## config.mk

```make
export PLATFORM = sky130hd
export DESIGN_NAME = axis_merger_counted
export DESIGN_NICKNAME = d
export VERILOG_FILES = /design/src/rtl/axis_merger_counted.sv
export SDC_FILE = /design/constraint.sdc
export NUM_CORES = 1
export LEC_CHECK = 0
export CORE_ASPECT_RATIO = 1.4
export CORE_MARGIN = 2
export CORE_UTILIZATION = 40
export DETAILED_ROUTE_END_ITERATION = 16
export PLACE_DENSITY = 0.87
export SETUP_SLACK_MARGIN = 0.4
export SLEW_MARGIN = 10
export SYNTH_ARGS = -nofsm -noshare
export SYNTH_HDL_FRONTEND = slang
export SYNTH_SLANG_ARGS = --single-unit
```

## constraint.sdc

```tcl
create_clock -name clk -period 4.6 [get_ports clk]
set_input_delay 0.92 -clock clk [delete_from_list [all_inputs] [get_ports clk]]
set_output_delay 0.92 -clock clk [all_outputs]
set_load 0.1 [all_outputs]
```

## src/rtl/axis_merger_counted.sv

```systemverilog
// Counted two-input AXI-Stream merger: takes FROM_PORT_ZERO beats from input 0,
// then FROM_PORT_ONE beats from input 1, through a single registered output stage.
module axis_merger_counted #(
    parameter int DATA_WIDTH     = 16,
    parameter int FROM_PORT_ZERO = 17,
    parameter int FROM_PORT_ONE  = 5
) (
    input  logic                  clk,
    input  logic                  rst,

    input  logic                  input_0_valid,
    input  logic [DATA_WIDTH-1:0] input_0_data,
    output logic                  input_0_ready,

    input  logic                  input_1_valid,
    input  logic [DATA_WIDTH-1:0] input_1_data,
    output logic                  input_1_ready,

    output logic                  output_valid,
    output logic [DATA_WIDTH-1:0] output_data,
    input  logic                  output_ready,
    output logic                  output_last
);

    localparam int MAX_N = (FROM_PORT_ZERO > FROM_PORT_ONE) ? FROM_PORT_ZERO : FROM_PORT_ONE;
    localparam int CW    = $clog2(MAX_N + 1);

    localparam logic HAS_0 = (FROM_PORT_ZERO != 0);
    localparam logic HAS_1 = (FROM_PORT_ONE != 0);

    // Empty groups never get selected, so their terminal count is a don't-care.
    localparam logic [CW-1:0] LAST_0 = (FROM_PORT_ZERO > 0) ? CW'(FROM_PORT_ZERO - 1) : '0;
    localparam logic [CW-1:0] LAST_1 = (FROM_PORT_ONE > 0)  ? CW'(FROM_PORT_ONE - 1)  : '0;

    typedef enum logic {
        PORT_0,
        PORT_1
    } state_t;

    localparam state_t START = HAS_0 ? PORT_0 : PORT_1;

    state_t                  state_q, state_d;
    logic [CW-1:0]           cnt_q, cnt_d;
    logic                    out_valid_q, out_valid_d;
    logic [DATA_WIDTH-1:0]   out_data_q, out_data_d;
    logic                    out_last_q, out_last_d;

    logic                    out_free;
    logic                    take_0;
    logic                    take_1;
    logic                    grp_end;

    assign out_free      = !out_valid_q || output_ready;
    assign input_0_ready = !rst && HAS_0 && (state_q == PORT_0) && out_free;
    assign input_1_ready = !rst && HAS_1 && (state_q == PORT_1) && out_free;

    assign take_0  = input_0_valid && input_0_ready;
    assign take_1  = input_1_valid && input_1_ready;
    assign grp_end = take_0 ? (cnt_q == LAST_0) : (cnt_q == LAST_1);

    assign output_valid = out_valid_q;
    assign output_data  = out_data_q;
    assign output_last  = out_last_q;

    always_comb begin
        state_d     = state_q;
        cnt_d       = cnt_q;
        out_valid_d = out_valid_q;
        out_data_d  = out_data_q;
        out_last_d  = out_last_q;

        if (take_0 || take_1) begin
            out_valid_d = 1'b1;
            out_data_d  = take_0 ? input_0_data : input_1_data;
            if (grp_end) begin
                cnt_d = '0;
                // A round ends after port 1's group, or after port 0's when port 1 is empty.
                if (take_0) begin
                    state_d    = HAS_1 ? PORT_1 : PORT_0;
                    out_last_d = !HAS_1;
                end else begin
                    state_d    = HAS_0 ? PORT_0 : PORT_1;
                    out_last_d = 1'b1;
                end
            end else begin
                cnt_d      = cnt_q + CW'(1);
                out_last_d = 1'b0;
            end
        end else if (output_ready) begin
            out_valid_d = 1'b0;
        end
    end

    always_ff @(posedge clk or posedge rst) begin
        if (rst) begin
            state_q     <= START;
            cnt_q       <= '0;
            out_valid_q <= 1'b0;
            out_data_q  <= '0;
            out_last_q  <= 1'b0;
        end else begin
            state_q     <= state_d;
            cnt_q       <= cnt_d;
            out_valid_q <= out_valid_d;
            out_data_q  <= out_data_d;
            out_last_q  <= out_last_d;
        end
    end

endmodule

```

==> results of run 1 <==
[area by class of cell]
class	count	area, sq um	area share (%)
Timing Repair Buffer	58	583	30.9
Sequential cell	24	601	31.8
Clock buffer	3	41.3	2.19
Multi-Input combinational cell	89	598	31.7
Tap cell	39	48.8	2.59
Inverter	4	15.0	0.796
[state kept, by name, summed over array words and instances (netlist names)]
| name | cells |
|---|---|
| output_last | 1 |
| output_valid | 1 |
| cnt_q | 5 |
| output_data | 16 |
| state_q | 1 |
[critical path, delay by kind of cell]
kind                   cells  cell delay [ns]
buffers and inverters      4             1.19
AND/OR/NAND/NOR            1             0.26
[per-stage QoR]
| step | hold slack (ns) | instances | utilization [%] | total power, mW |
|---|---|---|---|---|
| 2_1_floorplan | 0.544 | 124 | - | 1.01 |
| 3_3_place_gp | 0.470 | 214 | 60.3 | 1.21 |
| 3_5_place_dp | 0.470 | 214 | 60.3 | 1.23 |
| 4_1_cts | 0.487 | 217 | 61.6 | 1.34 |
| 5_1_grt | 0.513 | 217 | 61.6 | 1.40 |
| 6_report | 0.487 | 217 | 61.6 | 1.33 |
[layout by cell type, fill, tap and decap left out, drive strengths merged]
| cell | synthesis | routed |
|---|---|---|
| o31ai | 1 | 1 |
| nor4 | 2 | 2 |
| inv | 4 | 4 |
| nand2b | 4 | 4 |
| nor3 | 3 | 3 |
| buf | 3 | 4 |
| a32o | 1 | 1 |
| nand2 | 20 | 20 |
| or3 | 1 | 1 |
| nor4b | 2 | 2 |
| nand3 | 2 | 2 |
| nor2 | 5 | 5 |
| ha | 2 | 2 |
| xnor2 | 4 | 4 |
| o21ai | 19 | 19 |
| clkdlybuf4s50 | 0 | 54 |
| and3 | 1 | 1 |
| mux2i | 17 | 17 |
| a2111oi | 1 | 1 |
| dfrtp | 24 | 24 |
| nor2b | 3 | 3 |
| clkbuf | 4 | 3 |
| or4 | 1 | 1 |
[kinds of logic after synthesis]
| logic type | share of synthesized area (%) |
|---|---|
| muxes | 13.5 |
| adders and majority gates | 1.99 |
| and+or+nand+nor | 18.1 |
| buffers and inverters | 4.77 |
| DFF | 47.7 |
| AOI/OAI and AO/OA | 11.1 |
| xor gates and xnor gates | 2.78 |
[worst paths after layout]
| kind | depth (start not counted) | to | slack (ns) | startpoint |
|---|---|---|---|---|
| worst max-delay path | 5 | input_1_ready | 1.30 | rst |
| worst min-delay path | 2 | output_data[11] | 0.49 | output_data[11] |
| worst max register to register | 4 | output_data[14] | 2.59 | output_valid |
| worst min register to register | 2 | output_data[11] | 0.49 | output_data[11] |
| max in group asynchronous | 3 | output_data[12] | 3.08 | rst |
| min in group asynchronous | 3 | output_valid | 1.29 | rst |
[power breakdown]
group | switching, mW | internal [mW] | total (mW)
clock | 0.0564 | 0.0582 | 0.115
combinational | 0.632 | 0.223 | 0.854
sequential | 0.0684 | 0.296 | 0.365
total | 0.756 | 0.577 | 1.33
[metal layers]
metal	wire length [um]	vias up	global-route usage, %	share of wire, %
met1	1200	486	18.7	41
met2	1460	43	30.9	50
met3	234	4	3.85	8.0
li1	-	541	-	-
met4	31	0	5.56	1.1
met5	0	-	0	0
==> impl_metrics.ini, run 1 <==
[route]
final_antenna_net_count = 0
drc = 0
dr.pass1.iters = 4
wirelength_mm = 2.93
first_iter_violations = 16
vias = 1074
via_per_inst = 4.95
drt-wirelength-per-cell_um = 13.5

[yosys]
synth_area_sq_mm = 0.00126
synth.yosys.warnings = 0
ys_seq_area_share_pct = 47.7
synth_cell_types = 25
ys.flop_type = dfrtp_1
ys_async_sr_fraction_pct = 100
yosysTopAreaCell = dfrtp_1
synth.net_count = 163
synth_common_cells = dfrtp_1, nand2_1, mux2i_1, o21ai_0, o21ai_1
synthTopCellsByArea = dfrtp_1, mux2i_1, nand2_1
synth_most_common_cell = dfrtp_1
syn_avg_cell_area_sq_um = 10.2
yosys.area.top_type_share_pct = 47.7
synth_edf_count = 0
syn_inst = 124
synth_seq_cells = 24

[worst_setup_path]
worstPathMaxFanout = 25
endpoint_kind = output port
start_kind = input port
setup.worst_path.class = input port to output port
slowest_stage = clkdlybuf4s50_1
cp_cell_sequence = clkdlybuf4s50_1 -> inv_1 -> buf_4 -> and3_1 -> buf_12
max_stage_delay_ns = 0.60
worstPathRequired_ns = 3.68
arrival_ns = 2.38

[placement]
dp_slack_ns = 1.27
hpwl_mm = 2.34
placed_cell_area_sq_mm = 0.00185
io_buffer_count = 56
gp_congestion = 0.717

[timing]
finalCritPeriodShare_pct = 71.8
hold_viol_final = 0
worstMarginPinSlew_ns = 1.01
finalCriticalPeriod_ns = 3.30
fin_skew_ns = 0.00313
slew_headroom_pct = 32.2
rsz0062_at_grt = no
setup_viol_count_final = 0
setup_slack_ns = 1.30
timing.fmax_mhz = 303
fin_setup_tns_ns = 0
slew_viol_final = 0

[finish]
final_cell_area_sq_mm = 0.00189
area_growth_pct = 49.9
diodes = 0
fillers = 255
nets = 219
drive_gt1_share_pct = 5.62

[floorplan]
die_w_um = 51.4
coreArea_sq_mm = 0.00306
start_util_pct = 41.1
dieArea_sq_mm = 0.00362
die_height_um = 70.4
rows = 24
io_pins = 57

[clock_network]
clockBufferDepth = 2
cts_setup_buffers = 0
cts.sinks = 24
tritoncts = yes
numCtsBuffers = 3
cts-resized-gates = 0
cts_root_buf = clkbuf_8
clkLatencyLatePin_ns = 0.25
clkTransAtPathRegs_ns = 0.07
htreeDepth = 1
holdBufCountCts = 0

[global_routing]
grt_usage_pct = 16.9
grt_max_degree = 38
grt_pass1_wl_mm = 4.74
globalRoute.totalOverflow = 0
antenna_found_initial = 0
first_global_vias = 1122

[power]
ir_worst_vdd_mv = 0.421
leakage_nw = 0.749
power.density_mw_per_mm2 = 707

[run]
cap_viol_max_count = 0

[run_status]
status = finished, final reports clean

[hold_path]
hp-class = flip-flop to flip-flop
No activity file was read; power rests on OpenSTA's default activity.
==> inputs of run 2 (changes only) <==
- clock period: 4.6 -> 3.46 ns (I/O delays scaled with it)
==> impl_metrics.ini, run 2 (synthesis results as in run 1) <==
[run_status]
status = finished, final reports clean

[worst_setup_path]
reg2reg_setup_slack_ns = 1.27
critPathLaunch = output_ready
endpoint_kind = output port
arrival_ns = 2.07
rr_startpoint = output_valid
start_kind = input port
worstPathMaxFanout = 10
worstPathRequired_ns = 2.77
setup.worst_path.class = input port to output port

[timing]
slew_headroom_pct = 31.3
timing.hold.ws_ns = 0.480
fin_skew_ns = 0.00348
worstMarginPinSlew_ns = 1.03
slew_viol_final = 0
fin_setup_tns_ns = 0
hold_viol_final = 0
finalCritPeriodShare_pct = 79.9
timing.fmax_mhz = 362
setup_slack_ns = 0.695
finalCriticalPeriod_ns = 2.77
rsz0062_at_grt = no
setup_viol_count_final = 0

[finish]
fillers = 250
final_common_cell = clkdlybuf4s50_1
mostFrequentLayoutCells = clkdlybuf4s50_1, dfrtp_1, nand2_1
largest_reg_flops = 16
nets = 219
seq_area_sq_um = 601
drive_gt1_share_pct = 6.70
multiInputGateArea_sq_um = 603
area_growth_pct = 52.7
diodes = 0
final_cell_area_sq_mm = 0.00192

[placement]
placed_cell_area_sq_mm = 0.00185
hpwl_mm = 2.52
io_buffer_count = 56
gp_congestion = 0.807
dp_slack_ns = 0.557

[clock_network]
cts_root_buf = clkbuf_8
clkTransAtPathRegs_ns = 0.08
cts_setup_buffers = 0
cts.sinks = 24
clockBufferDepth = 2
numCtsBuffers = 3
cts-resized-gates = 0
tritoncts = yes
clkLatencyLatePin_ns = 0.26
htreeDepth = 1
holdBufCountCts = 0

[hold_path]
hp-class = flip-flop to flip-flop
hp-start = output_data[12]

[route]
final_antenna_net_count = 0
dr.pass1.iters = 4
drt-wirelength-per-cell_um = 14.5
drc = 0
first_iter_violations = 37
wirelength_mm = 3.16
via_per_inst = 4.97
vias = 1083

[floorplan]
start_util_pct = 41.1
io_pins = 57
coreArea_sq_mm = 0.00306
rows = 24
die_w_um = 51.4
die_height_um = 70.4
dieArea_sq_mm = 0.00362

[global_routing]
busiest_layer = met2
first_global_vias = 1133
antenna_found_initial = 0
grt_usage_pct = 18.2
globalRoute.totalOverflow = 0
use_met2_pct = 32.6
grt_max_degree = 25
grt_use_met1_pct = 19.6
grt_pass1_wl_mm = 4.93
use_met3_pct = 3.21

[power]
power.density_mw_per_mm2 = 974
leakage_nw = 0.764
ir_worst_vdd_mv = 0.537

[run]
cap_viol_max_count = 0
==> run 2: critical path: stages <==
cell             delay [ns]
clkdlybuf4s50_1        0.41
nor2b_1                0.65
nor3_2                 0.06
buf_4                  0.26
==> run 2: layer usage <==
| metal | up-vias | wire length [um] |
|---|---|---|
| met1 | 498 | 1200 |
| li1 | 533 | - |
| met2 | 46 | 1660 |
| met3 | 6 | 244 |
| met5 | - | 0 |
| met4 | 0 | 48 |
==> run 2: worst paths after layout <==
check,endpoint,cells past startpoint
worst min register to register,output_data[12],2
worst max register to register,state_q,5
min in group asynchronous,output_valid,3
worst max-delay path,input_0_ready,4
worst min-delay path,output_data[12],2
max in group asynchronous,output_data[10],3
==> run 2: area by class of cell <==
class	instances	area share (%)
clock inverter	1	1.56
sequential	24	31.3
tap	39	2.54
multi-input combinational	89	31.4
clock buffer	3	2.15
inverter	4	0.781
timing repair buffer	58	30.3
==> run 2: report_power, final <==
part	total (mW)	switching (mW)	internal [mW]
registers	0.486	0.0926	0.393
clock network	0.241	0.0868	0.155
logic	1.15	0.847	0.298
total	1.87	1.03	0.846
==> run 2: through the flow <==
step           power [mW]  instances  utilization, %
3_5_place_dp         1.64        214            60.4
3_3_place_gp         1.61        214            60.4
5_1_grt              1.95        218            62.7
6_report             1.87        218            62.7
4_1_cts              1.88        218            62.7
2_1_floorplan        1.34        124               -
